$ cat src/rtl/seg7_pkg.sv
// Shared seven-segment definitions: active-low hex glyphs {g,f,e,d,c,b,a},
// capture FSM states and the glyph <-> nibble helpers.
package seg7_pkg;

  typedef enum logic [1:0] {StIdle, StSettle, StHold} state_e;

  localparam logic [6:0] SegBlank = 7'b1111111;

  localparam logic [6:0] SegGlyph [16] = '{
    7'b1000000, 7'b1111001, 7'b0100100, 7'b0110000,
    7'b0011001, 7'b0010010, 7'b0000010, 7'b1111000,
    7'b0000000, 7'b0010000, 7'b0001000, 7'b0000011,
    7'b1000110, 7'b0100001, 7'b0000110, 7'b0001110
  };

  typedef struct packed {
    logic       hex;
    logic       blank;
    logic [3:0] nibble;
  } seg_dec_t;

  function automatic seg_dec_t seg_decode(input logic [6:0] seg);
    seg_dec_t d;
    d       = '0;
    d.blank = (seg == SegBlank);
    for (int i = 0; i < 16; i++) begin
      if (seg == SegGlyph[i]) begin
        d.hex    = 1'b1;
        d.nibble = 4'(i);
      end
    end
    return d;
  endfunction

  function automatic logic [6:0] seg_encode(input logic [3:0] nibble);
    return SegGlyph[nibble];
  endfunction

endpackage

$ cat src/rtl/seg7_scan_capture.sv
// Recovers the hex digits shown on a multiplexed 8-digit seven-segment display
// by waiting for each anode/segment pattern to settle and decoding it.
module seg7_scan_capture
  import seg7_pkg::*;
#(
  parameter int unsigned STABLE_CYCLES = 16,
  parameter bit          ERR_STICKY    = 1'b1
) (
  input  logic        clk,
  input  logic        rst_n,
  input  logic [7:0]  AN,
  input  logic        CA,
  input  logic        CB,
  input  logic        CC,
  input  logic        CD,
  input  logic        CE,
  input  logic        CF,
  input  logic        CG,
  input  logic        clear,
  output logic [31:0] digits,
  output logic [7:0]  digit_valid,
  output logic        frame_done,
  output logic        seg_err
);

  localparam logic [7:0] StableCnt = 8'(STABLE_CYCLES);

  logic [7:0]  an_q;
  logic [6:0]  seg_q;
  logic [14:0] prev_q;
  state_e      state_q, state_d;
  logic [7:0]  cnt_q, cnt_d, cnt_inc;
  logic [31:0] digits_q, digits_d;
  logic [7:0]  valid_q, valid_d, seen_q, seen_d;
  logic        fd_q, fd_d, err_q, err_d;
  logic        single, same, capture;
  logic [2:0]  idx;
  seg_dec_t    dec;

  assign single  = $onehot(~an_q);
  assign same    = ({an_q, seg_q} == prev_q);
  assign cnt_inc = cnt_q + 8'd1;
  assign dec     = seg_decode(seg_q);

  always_comb begin
    idx = '0;
    for (int i = 0; i < 8; i++) begin
      if (!an_q[i]) idx = 3'(i);
    end
  end

  // Reset to "blank, no anode" so the first real sample is never mistaken for a repeat.
  always_ff @(posedge clk or negedge rst_n) begin
    if (!rst_n) begin
      an_q   <= '1;
      seg_q  <= '1;
      prev_q <= '1;
    end else begin
      an_q   <= AN;
      seg_q  <= {CG, CF, CE, CD, CC, CB, CA};
      prev_q <= {an_q, seg_q};
    end
  end

  always_ff @(posedge clk or negedge rst_n) begin
    if (!rst_n) begin
      state_q <= StIdle;
      cnt_q   <= '0;
    end else begin
      state_q <= state_d;
      cnt_q   <= cnt_d;
    end
  end

  always_comb begin
    state_d = state_q;
    cnt_d   = cnt_q;
    if (clear) begin
      state_d = StIdle;
      cnt_d   = '0;
    end else begin
      unique case (state_q)
        StIdle: begin
          if (single) begin
            state_d = StSettle;
            cnt_d   = 8'd1;
          end
        end
        StSettle: begin
          if (!same) begin
            state_d = StIdle;
          end else begin
            cnt_d = cnt_inc;
            if (cnt_inc == StableCnt) state_d = StHold;
          end
        end
        StHold: begin
          if (!same) state_d = StIdle;
        end
        default: state_d = StIdle;
      endcase
    end
  end

  always_comb begin
    capture = (state_q == StSettle) && same && (cnt_inc == StableCnt) && !clear;
  end

  always_comb begin
    digits_d = digits_q;
    valid_d  = valid_q;
    seen_d   = seen_q;
    fd_d     = 1'b0;
    err_d    = ERR_STICKY ? err_q : 1'b0;
    if (clear) begin
      digits_d = '0;
      valid_d  = '0;
      seen_d   = '0;
      err_d    = 1'b0;
    end else begin
      if (seen_q == 8'hFF) begin
        fd_d   = 1'b1;
        seen_d = '0;
      end
      if (capture) begin
        seen_d[idx] = 1'b1;
        if (dec.hex) begin
          digits_d[{idx, 2'b00} +: 4] = dec.nibble;
          valid_d[idx]                = 1'b1;
        end else begin
          valid_d[idx] = 1'b0;
          if (!dec.blank) err_d = 1'b1;
        end
      end
    end
  end

  always_ff @(posedge clk or negedge rst_n) begin
    if (!rst_n) begin
      digits_q <= '0;
      valid_q  <= '0;
      seen_q   <= '0;
      fd_q     <= 1'b0;
      err_q    <= 1'b0;
    end else begin
      digits_q <= digits_d;
      valid_q  <= valid_d;
      seen_q   <= seen_d;
      fd_q     <= fd_d;
      err_q    <= err_d;
    end
  end

  assign digits      = digits_q;
  assign digit_valid = valid_q;
  assign frame_done  = fd_q;
  assign seg_err     = err_q;

endmodule
$ cat config.mk
export PLATFORM = sky130hd
export DESIGN_NAME = seg7_scan_capture
export DESIGN_NICKNAME = d
export VERILOG_FILES = /design/src/rtl/seg7_pkg.sv /design/src/rtl/seg7_scan_capture.sv
export SDC_FILE = /design/constraint.sdc
export NUM_CORES = 1
export LEC_CHECK = 0
export CAP_MARGIN = 10
export CORE_ASPECT_RATIO = 0.7
export CORE_MARGIN = 1.5
export CORE_UTILIZATION = 45
export DETAILED_ROUTE_END_ITERATION = 6
export GPL_ROUTABILITY_DRIVEN = 0
export PLACE_DENSITY = 0.7
export SLEW_MARGIN = 5
export SYNTH_ARGS = -nofsm -noshare
export SYNTH_HDL_FRONTEND = slang
export SYNTH_SLANG_ARGS = --single-unit
$ cat constraint.sdc
create_clock -name clk -period 4.7 [get_ports clk]
set_clock_uncertainty 0.05 [all_clocks]
set_input_delay 1.175 -clock clk [delete_from_list [all_inputs] [get_ports clk]]
set_output_delay 1.175 -clock clk [all_outputs]
set_load 0.1 [all_outputs]
==> key figures <==
Clock tree
  – CTS Buf Count: 9
  – Buffer count from post-CTS setup fixing: 0
  – Max Root-Sink Buffers: 2
  – Clock sink count: 90
  – CTS clock-pin slew for the worst setup and hold paths: 0.07 ns
  – Hold buffers post-CTS: 0
  – H-tree Lvls: 3
  – Post-CTS Resized: 0
  – Root buf cell: clkbuf_16
  – CTS tree: built
  – Worst skew pair latency: 0.35 ns

Route
  – DR vias/cell: 5.556
  – Detailed router's first-iteration violation count: 248
  – TritonRoute pass-1 iters: 4
  – Routed length per instance: 15.94 µm
  – DR vias: 3539
  – Number of remaining DRC errors: 0
  – Post-Route WL: 10.15 mm
  – DRT antenna net count: 0

Yosys
  – Syn_area_per_cell: 10.42 µm²
  – Async set-or-reset flop fraction in the synthesized netlist: 100.0%
  – Seq cells post-synth: 90
  – Top cells by area, synth: dfrtp_1, dfstp_2, nand2b_1, mux2i_1, o21ai_0
  – Post-synth EDFFs: 0
  – Sequential fraction of the synthesis area: 48.59%
  – Mapped Cells: 452
  – Top-area cell type share of the netlist area: 31.86%
  – Synth warn: 0
  – Primary FF master, synth: dfrtp_1
  – Syn Nets: 483
  – Yosys cell types: 61
  – Largest area contributor in the netlist: dfrtp_1
  – Synthesized area: 0.004712 mm²

GRT
  – Vias in the first global route: 3346
  – Largest net degree at the start of global routing: 71
  – Initial antenna violation count: 0
  – Gr usage total: 19.66%
  – First-pass GRT wire length: 17.03 mm
  – Grt ovf: 0

Layout
  – Diode count: 0
  – # nets final: 531
  – Finished layout cell area: 0.005679 mm²
  – Area growth, synth to finish: 20.53%
  – Layout cells sized above 1: 14.46%
  – Post-Layout Cell Count: 637

Floorplanning
  – Starting density of the core: 45.84%
  – Die Y: 88.62 µm
  – Row cnt: 31
  – Core area: 0.01028 mm²
  – Die ar.: 0.01110 mm²
  – # IOs: 60
  – Die width: 125.3 µm

Critical path
  – Kind of cell adding the most delay to the critical path: adder cells
  – Req. time, crit path: 4.89 ns
  – WP buf/inv: 2
  – Critical path arrival: 4.36 ns
  – Levels on crit path: 13
  – Worst-path maximum fanout: 6
  – WS Path Type: register to register
  – Startpoint Class: register
  – R2R depth: 13
  – Crit-path cells: inv_1 -> fa_1 -> fa_1 -> fa_1 -> ha_1 -> inv_1 -> fa_1 -> nor2_1 -> a31oi_1 -> nor4_1 -> nor3_2 -> or2_0 -> o41ai_1
  – Max incr delay on CP: 0.55 ns
  – Most frequent CP cell: fa_1
  – CP Capture Type: register
  – Crit path max-delay cell type: dfstp_2

STA
  – Fmax: 0.2402 GHz
  – RSZ-0062 raised after global routing: no
  – Relative slew margins: 34.13%
  – Crit path time final: 4.163 ns
  – Final setup violation count: 0
  – Worst-Margin Slew: 0.9850 ns
  – Final hold violations: 0
  – Setup TNS Final: 0 ns
  – Post-route clock period utilization: 88.57%
  – Max-slew violations: 0

Placed design
  – Port Buffers: 59
  – DP HPWL: 7.263 mm
  – Inst Count DP: 621
  – Placed Area: 0.005374 mm²

Power
  – VDD IR max: 0.0001705 V
  – Final total power: 0.001725 W
  – Leakage: 2.397 nW
  – Cell Pwr Density: 303.7 mW/mm²

Run
  – Max_cap viols: 0

Status
  – Status: finished, final reports clean

Worst hold path
  – Hold Crit Depth: 0
  – Hold/Removal Path Class: register to register
-- final cells by class --
| cell class | count | area (µm²) |
|---|---|---|
| sequential | 90 | 2290 |
| clock inverter | 5 | 41.29 |
| fill | 904 | 4599 |
| inverter | 17 | 63.81 |
| clock buffer | 11 | 264.0 |
| timing repair buffer | 63 | 618.1 |
| multi-input combinational | 319 | 2237 |
| tap | 132 | 165.2 |
-- metal layers --
metal	track usage (%)	part of all wire, %	vias up
met5	0	0	-
met4	6.508	1.4	0
met3	5.683	5.7	11
met2	28.46	42	108
met1	28.47	51	1727
li1	-	-	1693
-- cells in the final DEF (no fill, tap or decap), types with 6 or more instances in the layout --
| cell | n |
|---|---|
| and3_1 | 6 |
| clkdlybuf4s50_1 | 58 |
| nand2b_1 | 36 |
| ha_1 | 9 |
| nor2b_1 | 13 |
| clkbuf_16 | 10 |
| nor2_1 | 18 |
| nand3_1 | 11 |
| nand2_1 | 23 |
| o31ai_1 | 8 |
| dfstp_2 | 30 |
| a21oi_1 | 16 |
| or3_1 | 11 |
| xnor2_1 | 17 |
| dfrtp_1 | 60 |
| nor3_1 | 7 |
| o21ai_0 | 31 |
| mux2i_1 | 22 |
| nand4_1 | 19 |
| inv_1 | 17 |
-- flip-flops by register name, indices dropped and copies added, names as in the netlist --
register / cells
digits: 32
prev_q: 15
an_q: 8
cnt_q: 8
digit_valid: 8
seen_q: 8
seg_q: 7
state_q: 2
frame_done: 1
seg_err: 1
-- kinds of logic after synthesis --
kind of cell / share of synthesized area [%]
buffers and inverters: 3.930
and+or+nand+nor: 24.11
adders and majority gates: 4.089
DFF: 48.59
xor gates and xnor gates: 3.346
AOI/OAI and AO/OA: 11.02
muxes: 4.912
-- per-stage QoR --
step                hold WS [ns]  setup slack (ns)  utilization [%]
finish                    0.3361            0.5370            55.25
global route              0.3435            0.2715            55.25
CTS                       0.3369            0.5516            55.25
detailed placement        0.3275            0.5725            52.28
global placement          0.3200            0.6263            52.28
floorplan                 0.3033            0.6748                -
-- worst paths after layout --
| path | startpoint | to | slack (ns) |
|---|---|---|---|
| worst max-delay path | an_q[0] | cnt_q[7] | 0.54 |
| worst min-delay path | an_q[0] | prev_q[7] | 0.34 |
| worst max register to register | an_q[0] | cnt_q[7] | 0.54 |
| worst min register to register | an_q[0] | prev_q[7] | 0.34 |
| max in group asynchronous | rst_n | digits[24] | 2.92 |
| min in group asynchronous | rst_n | cnt_q[0] | 0.90 |
-- power by group --
group	total [W]	switching, W	internal, W
combinational	0.000172	0.000101	0.0000705
clock	0.000723	0.000312	0.000411
sequential	0.000830	0.0000264	0.000803
total	0.00172	0.000440	0.00128
-- synthesized netlist by cell type (all sizes together), types with 6 or more instances --
cell type   n
mux2i      22
nand4      20
nand2      25
xnor2      17
nand3      13
ha          9
nor3       11
dfrtp      60
o31ai       8
nand2b     36
buf         7
dfstp      30
nor2b      13
nor2       18
and3        6
clkbuf     19
o21ai      31
inv        17
or3        11
a21oi      16
Power figures use the tool's default switching activity.
